## config.mk

```make
export PLATFORM = sky130hd
export DESIGN_NAME = regfile_wb_arbiter
export DESIGN_NICKNAME = d
export VERILOG_FILES = /design/src/rtl/regfile_wb_arbiter.sv
export SDC_FILE = /design/constraint.sdc
export NUM_CORES = 1
export LEC_CHECK = 0
export BUFFER_PORTS_ARGS = -buffer_cell sky130_fd_sc_hd__buf_4
export CAP_MARGIN = 20
export CORE_ASPECT_RATIO = 0.7
export CORE_UTILIZATION = 44
export CTS_CLUSTER_DIAMETER = 40
export DETAILED_ROUTE_END_ITERATION = 7
export PLACE_DENSITY = 0.91
export SLEW_MARGIN = 40
export SYNTH_ARGS = -nofsm -noshare
export SYNTH_HDL_FRONTEND = slang
export SYNTH_SLANG_ARGS = --single-unit
```

## constraint.sdc

```tcl
create_clock -name clk -period 3 [get_ports clk]
set_clock_uncertainty 0.1 [all_clocks]
set_input_delay 0.3 -clock clk [delete_from_list [all_inputs] [get_ports clk]]
set_output_delay 0.3 -clock clk [all_outputs]
set_load 0.05 [all_outputs]
```

## src/rtl/regfile_wb_arbiter.sv

```systemverilog
// Round-robin write-back arbiter for the register file's single write port,
// with read-after-write forwarding hits for the two read ports.
module regfile_wb_arbiter #(
   parameter int DATA_W = 32,
   parameter int ADDR_W = 5,
   parameter int N_REQ  = 3,
   localparam int ID_W  = $clog2(N_REQ)
) (
   input  logic                      clk,
   input  logic                      rst,
   input  logic [N_REQ-1:0]          req_valid,
   input  logic [N_REQ*ADDR_W-1:0]   req_addr,
   input  logic [N_REQ*DATA_W-1:0]   req_data,
   output logic [N_REQ-1:0]          req_ready,
   input  logic                      stall,
   output logic                      w_en,
   output logic [ADDR_W-1:0]         w_addr,
   output logic [DATA_W-1:0]         w_data,
   output logic [ID_W-1:0]           grant_id,
   input  logic [ADDR_W-1:0]         ra_addr,
   input  logic [ADDR_W-1:0]         rb_addr,
   output logic                      ra_fwd_hit,
   output logic                      rb_fwd_hit,
   output logic [DATA_W-1:0]         fwd_data
);

   logic [ID_W-1:0]   rr_ptr;
   logic [ID_W-1:0]   win_idx;
   logic              win_found;
   logic              xfer;
   logic [ADDR_W-1:0] sel_addr;
   logic [DATA_W-1:0] sel_data;

   // Scan from rr_ptr upward, wrapping; first valid requester wins.
   always_comb begin
      win_found = 1'b0;
      win_idx   = '0;
      for (int k = 0; k < N_REQ; k++) begin
         int idx;
         idx = (int'(rr_ptr) + k) % N_REQ;
         if (!win_found && req_valid[idx]) begin
            win_found = 1'b1;
            win_idx   = ID_W'(idx);
         end
      end
   end

   // Held low during reset so no requester believes it was accepted.
   assign xfer     = win_found && !stall && !rst;
   assign sel_addr = req_addr[win_idx*ADDR_W +: ADDR_W];
   assign sel_data = req_data[win_idx*DATA_W +: DATA_W];

   always_comb begin
      req_ready = '0;
      if (xfer)
         req_ready[win_idx] = 1'b1;
   end

   always_ff @(posedge clk or posedge rst) begin
      if (rst) begin
         w_en     <= 1'b0;
         w_addr   <= '0;
         w_data   <= '0;
         grant_id <= '0;
         rr_ptr   <= '0;
      end else if (xfer) begin
         w_en     <= (sel_addr != '0);
         w_addr   <= sel_addr;
         w_data   <= sel_data;
         grant_id <= win_idx;
         rr_ptr   <= (win_idx == ID_W'(N_REQ-1)) ? '0 : win_idx + ID_W'(1);
      end else begin
         w_en     <= 1'b0;
      end
   end

   assign ra_fwd_hit = w_en && (w_addr == ra_addr);
   assign rb_fwd_hit = w_en && (w_addr == rb_addr);
   assign fwd_data   = w_data;

endmodule

```

==> results of run 1 <==
placed cells by master, fill, tap and decap left out, types with 3 or more instances in the layout:
master / n
xor2_1: 8
o21ai_0: 29
clkbuf_8: 6
buf_4: 217
and2_1: 16
a32oi_1: 16
o21ai_1: 18
a21boi_0: 21
or4_1: 3
nand3_1: 3
a221oi_1: 21
mux2i_1: 3
o221ai_1: 14
nand2_1: 42
and3_1: 3
o211ai_1: 3
dfrtp_1: 41
inv_1: 22
metal layers:
layer,global-route usage,share of wire,vias up
met2,0.473,0.49,191
li1,-,-,1641
met4,0.0829,0.013,0
met1,0.356,0.42,1730
met3,0.0506,0.077,14
met5,0,0,-
flip-flops by register name, indices dropped and copies added, names as in the netlist:
register and flops:
rr_ptr 2, w_addr 5, w_en 1, grant_id 2, fwd_data 32
path summary, 6_finish.rpt:
check / slack, ns / end
max: 0.1 / req_ready[1]
max reg2reg: 0.24 / w_addr[1]$_DFFE_PP0P_
max in group asynchronous: 1.89 / rr_ptr[0]$_DFFE_PP0P_
min reg2reg: 0.40 / grant_id[1]$_DFFE_PP0P_
min in group asynchronous: 0.53 / fwd_data[5]$_DFFE_PP0P_
min: 0.17 / fwd_data[21]$_DFFE_PP0P_
per-stage QoR:
stage | setup TNS [ns] | power [mW] | cells | utilization | area, um^2
detailed placement | 0 | 5.56 | 614 | 0.655 | 4550
global route | -0.0408 | 6.32 | 625 | 0.676 | 4690
floorplan | 0 | 4.54 | 367 | - | 3240
global placement | 0 | 5.43 | 614 | 0.655 | 4550
finish | 0 | 6.00 | 625 | 0.676 | 4690
CTS | 0 | 5.98 | 624 | 0.673 | 4670
cell type report:
class                           count  area (um^2)
Multi-Input combinational cell    239         1690
Clock buffer                        6         82.6
Clock inverter                      2         12.5
Timing Repair Buffer              219         1650
Tap cell                           94          118
Fill cell                         588         2250
Inverter                           23         88.8
Sequential cell                    42         1050
what timing repair did:
item                                   in CTS  in global routing
buffers inserted                            1                  1
pin swaps                                   1                  1
hold buffers                                1                  0
setup endpoints to repair                   2                  2
endpoints found under the hold margin      42                  0
gates resized for setup                     3                  3
worst max-delay path, delay by kind of cell (launching register included):
kind,cells,cell delay [ns]
AO/OA/AOI/OAI,2,0.58
adder cells (fa/ha/maj),1,0.24
buffers and inverters,2,0.32
flip-flops,1,0.39
multiplexers,1,0.34
AND/OR/NAND/NOR,2,0.34
logic make-up (layout without fill, tap and decap cells):
kind of cell               count (synthesis)  after routing
adders and majority gates                  4              4
AOI/OAI and AO/OA                        139            139
DFF                                       42             42
and+or+nand+nor                           81             81
muxes                                      5              5
buffers and inverters                     86            250
xor gates and xnor gates                  10             10
power breakdown:
part	switching, mW	total, mW	leakage (nW)	internal, mW
logic	3.09	4.54	1.73	1.45
registers	0.246	1.08	0.525	0.832
clock network	0.203	0.388	0.0472	0.185
total	3.53	6.00	2.31	2.47
==> impl_metrics.csv, run 1 <==
group,metric,value,unit
drt,routed_wl,10.7,mm
status,status,"finished clean",
setup_path,rr_worst_depth,9,
global_routing,grt_use_total,0.275,
yosys,synth_top_family_by_area,"compound AO/OA/AOI/OAI gates",
place,dp_hpwl,8.07,mm
setup_path,slowest_stage,"dfrtp_1",
drt,antenna_left,0,
yosys,synth_mux_area_frac,0.0170,
clock_network,cts_sinks,42,
setup_path,cp-end-kind,"output pin",
floorplanning,ios,204,
place,gp_congestion,0.879,
clock_network,path_clk_slew,0.08,ns
yosys,synthXorXnorAreaFrac,0.0270,
place,numPortBuffers,203,
floorplanning,start_util,0.467,
yosys,synthDistinctLibCells,48,
yosys,syn_inst,367,
yosys,synth_top_area_frac,0.324,
timing,fmax,0.344,GHz
global_routing,grt_pass1_wl,16.7,mm
cells_and_area,syn_to_final_growth,44.8,%
yosys,synth_top_area_cell,"dfrtp_1",
clock_network,root_buffer,"clkbuf_8",
yosys,synth_compound_area_frac,0.329,
timing,setup_viol,0,
pwr,leakage,2.31,nW
yosys,ys_seq_area_frac,0.324,
cells_and_area,nets,661,
drt,wl_per_cell,17.2,um
worst_hold_path,whs_path_depth,3,
yosys,synth_fa_ha_area_frac,0.0154,
setup_path,worstSetupPathType,"reg -> out",
yosys,synth_area,0.00324,mm^2
yosys,async_reset_ff_frac,1.00,
clock_network,cts_buffer_depth,2,
global_routing,antenna_found_initial,0,
global_routing,grt_max_degree,43,
job,cap_violations,0,
yosys,synth_fp_nets,498,
clock_network,cts_inserted_buffers,5,
timing,grt_setup_unrepaired,"true",
setup_path,crit_fanout,7,
yosys,synthTopCellsByArea,"dfrtp_1 32%, buf_4 7.9%, a221oi_1 5.7%, a21boi_0 4.9%, nand2_1 4.9%",
drt,vias_per_cell,5.72,
yosys,synth-simple-area-share,0.127,
setup_path,worst_ep_required_time,2.60,ns
setup_path,crit_path_start,"rr_ptr[1]$_DFFE_PP0P_",
floorplanning,die_area,0.00772,mm^2
setup_path,cpPeakStageDelay,0.39,ns
timing,worst_slew_pin_slew,0.602,ns
yosys,yosysWarnings,0,
timing,slew_violations,0,
setup_path,r2r-start,"rr_ptr[0]$_DFFE_PP0P_",
worst_hold_path,hold_class,"in -> reg",
drt,drc,0,
yosys,synthFlopType,"dfrtp_1",
setup_path,crit_chain,"inv_1, ha_1, nand2b_1, mux2_4, a311oi_4, o31ai_1, nor2_1, buf_4",
timing,period_share,0.968,
timing,hold_viol,0,
timing,slew_headroom,0.598,
timing,finalCriticalPeriod,2.90,ns
yosys,synthTopCellsByCount,"42 x dfrtp_1, 42 x nand2_1, 34 x buf_4",
floorplanning,die_h,73.8,um
clock_network,cts_tree,"built",
floorplanning,die_w,105,um
timing,fin_ws,0.0959,ns
drt,drt_iter0_drc,168,
worst_hold_path,hold_start,"req_data[21]",
yosys,avgSynthCellArea,8.83,um^2
yosys,synth_seq_cells,42,
global_routing,overflow,0,
global_routing,grt_pass1_vias,3414,
drt,vias,3576,
setup_path,worstPathArrival,2.50,ns
drt,dr.pass1.iters,5,
yosys,synth_edf_count,0,
floorplanning,num_rows,25,
pwr,p_per_area,1280,mW/mm^2
pwr,ir_worst_vdd,739,uV
clock_network,worstSkewPairLatency,0.30,ns
timing,holdWs,0.171,ns
floorplanning,core_area,0.00694,mm^2
clock_network,htreeDepth,2,
cells_and_area,antenna_cells,0,
place,place_ws,0.266,ns
setup_path,start_kind,"register",
cells_and_area,drive_gt1_frac,0.458,
Note: power is estimated with default switching activity, not from simulation.
==> run 2, diff against run 1 <==
- CELL_PAD_IN_SITES_DETAIL_PLACEMENT: unset -> 1
- CELL_PAD_IN_SITES_GLOBAL_PLACEMENT: unset -> 1
- CORE_UTILIZATION: 44 -> 30
- CTS_CLUSTER_DIAMETER: 40 -> unset
- PLACE_DENSITY: 0.91 -> 0.9
==> impl_metrics.csv, run 2 (synthesis results as in run 1) <==
group,metric,value,unit
setup_path,r2r_slack,0.39,ns
cells_and_area,layout_common_cells,"217 x buf_4, 42 x nand2_1, 42 x dfrtp_1",
worst_hold_path,hold_class,"in -> async",
drt,vias,3573,
place,dp_hpwl,9.58,mm
timing,period_share,0.969,
cells_and_area,final_common_cell,"buf_4",
global_routing,grt_pass1_wl,19.2,mm
floorplanning,ios,204,
setup_path,crit_chain,"inv_1, ha_1, nand2b_1, mux2_4, a311oi_4, buf_4, nand2_1, inv_1, buf_4",
place,numPortBuffers,203,
cells_and_area,largest_reg_flops,32,
global_routing,grt_max_degree,43,
cells_and_area,fin_cells,663,
cells_and_area,syn_to_final_growth,48.9,%
status,status,"finished clean",
global_routing,overflow,0,
clock_network,cts_sinks,42,
setup_path,r2r-end,"fwd_data[26]$_DFFE_PP0P_",
setup_path,cpPeakStageDelay,0.41,ns
setup_path,path_buf_inv,4,
timing,finalCriticalPeriod,2.91,ns
setup_path,worstPathArrival,2.51,ns
clock_network,cts_tree,"built",
timing,slew_violations,0,
clock_network,path_clk_slew,0.06,ns
setup_path,worst_ep_required_time,2.60,ns
drt,met3_length,537,um
floorplanning,die_area,0.0112,mm^2
global_routing,antenna_found_initial,0,
drt,wl_met1,5.66,mm
drt,vias_per_cell,5.39,
place,placed_area,0.00461,mm^2
timing,setup_viol,0,
drt,drc,0,
cells_and_area,stdcell_area,0.00483,mm^2
drt,antenna_left,0,
drt,wl_met2,6.14,mm
job,cap_violations,0,
setup_path,r2r-start,"rr_ptr[0]$_DFFE_PP0P_",
place,dp_cells,652,
clock_network,htreeDepth,2,
pwr,ir_worst_vdd,569,uV
drt,dr.pass1.iters,4,
clock_network,worstSkewPairLatency,0.28,ns
timing,worst_slew_pin_slew,0.562,ns
cells_and_area,antenna_cells,0,
setup_path,start_kind,"register",
drt,routed_wl,12.4,mm
global_routing,grt_pass1_vias,3646,
drt,wl_per_cell,18.8,um
timing,slew_headroom,0.625,
floorplanning,start_util,0.311,
pwr,leakage,2.34,nW
drt,drt_iter0_drc,169,
floorplanning,die_w,126,um
setup_path,crit_fanout,7,
drt,top_layer,"met4",
clock_network,root_buffer,"clkbuf_16",
global_routing,grt_use_total,0.217,
setup_path,cp-end-kind,"output pin",
clock_network,cts_buffer_depth,2,
floorplanning,core_area,0.0104,mm^2
timing,fmax,0.344,GHz
timing,hold_viol,0,
cells_and_area,drive_gt1_frac,0.456,
cells_and_area,nets,661,
clock_network,cts_inserted_buffers,5,
setup_path,worstSetupPathType,"reg -> out",
floorplanning,num_rows,31,
setup_path,slowest_stage,"dfrtp_1",
setup_path,cp_top_family,"buffers and inverters",
place,gp_congestion,0.817,
timing,fin_tns_setup,0,ns
floorplanning,die_h,89.0,um
setup_path,rr_worst_depth,8,
pwr,p_per_area,1310,mW/mm^2
==> run 2: cell types whose count changed in the layout (fill, tap and decap cells not counted), sizes merged <==
cell / before / now
clkbuf: 6 / 7
buf: 218 / 219
clkinvlp: 1 / 0
dlygate4sd3: 1 / 0
==> run 2: cell type report <==
class / count / area, um^2
Clock buffer: 7 / 143
Clock inverter: 1 / 5.00
Fill cell: 1235 / 5610
Inverter: 23 / 88.8
Multi-Input combinational cell: 239 / 1710
Sequential cell: 42 / 1050
Tap cell: 132 / 165
Timing Repair Buffer: 219 / 1660
==> run 2: timing repair <==
action / 4_1_cts / 5_1_grt
resized for setup: 2 / 5
hold buffers: 0 / 0
setup buffers: 0 / 3
endpoints found under the setup margin: 2 / 2
pin swaps: 0 / 1
==> run 2: metal layers <==
metal  vias to the layer above  track usage
li1                       1642            -
met1                      1795        0.277
met2                       125        0.398
met3                        11       0.0335
met4                         0       0.0383
met5                         -            0
==> run 2: worst max path at each step <==
stage / from / end / slack, ns / cells past startpoint
after floorplan: rr_ptr[0]$_DFFE_PP0P_ / req_ready[1] / 0.19 / 9
after global placement: rr_ptr[1]$_DFFE_PP0P_ / req_ready[2] / 0.41 / 9
after detailed placement: rr_ptr[1]$_DFFE_PP0P_ / req_ready[2] / 0.25 / 9
after CTS: rr_ptr[1]$_DFFE_PP0P_ / req_ready[2] / 0.008 / 9
after global routing: rr_ptr[1]$_DFFE_PP0P_ / req_ready[1] / -0.02 / 8
final: rr_ptr[1]$_DFFE_PP0P_ / req_ready[2] / 0.09 / 9
==> run 2: power breakdown <==
group | internal, mW | total (mW) | leakage (nW) | switching, mW
combinational | 1.50 | 4.65 | 1.74 | 3.15
sequential | 0.832 | 1.09 | 0.526 | 0.260
clock | 0.331 | 0.555 | 0.0739 | 0.224
==> run 2: per-stage QoR <==
step,utilization,hold slack [ns],total power [mW],setup WS [ns]
6_report,0.463,0.0117,6.30,0.0931
5_1_grt,0.463,0.0594,6.66,-0.0177
4_1_cts,0.457,0.0314,6.24,0.00831
3_5_place_dp,0.442,0.339,5.67,0.247
3_3_place_gp,0.442,0.381,5.51,0.410
2_1_floorplan,-,0.370,4.54,0.187
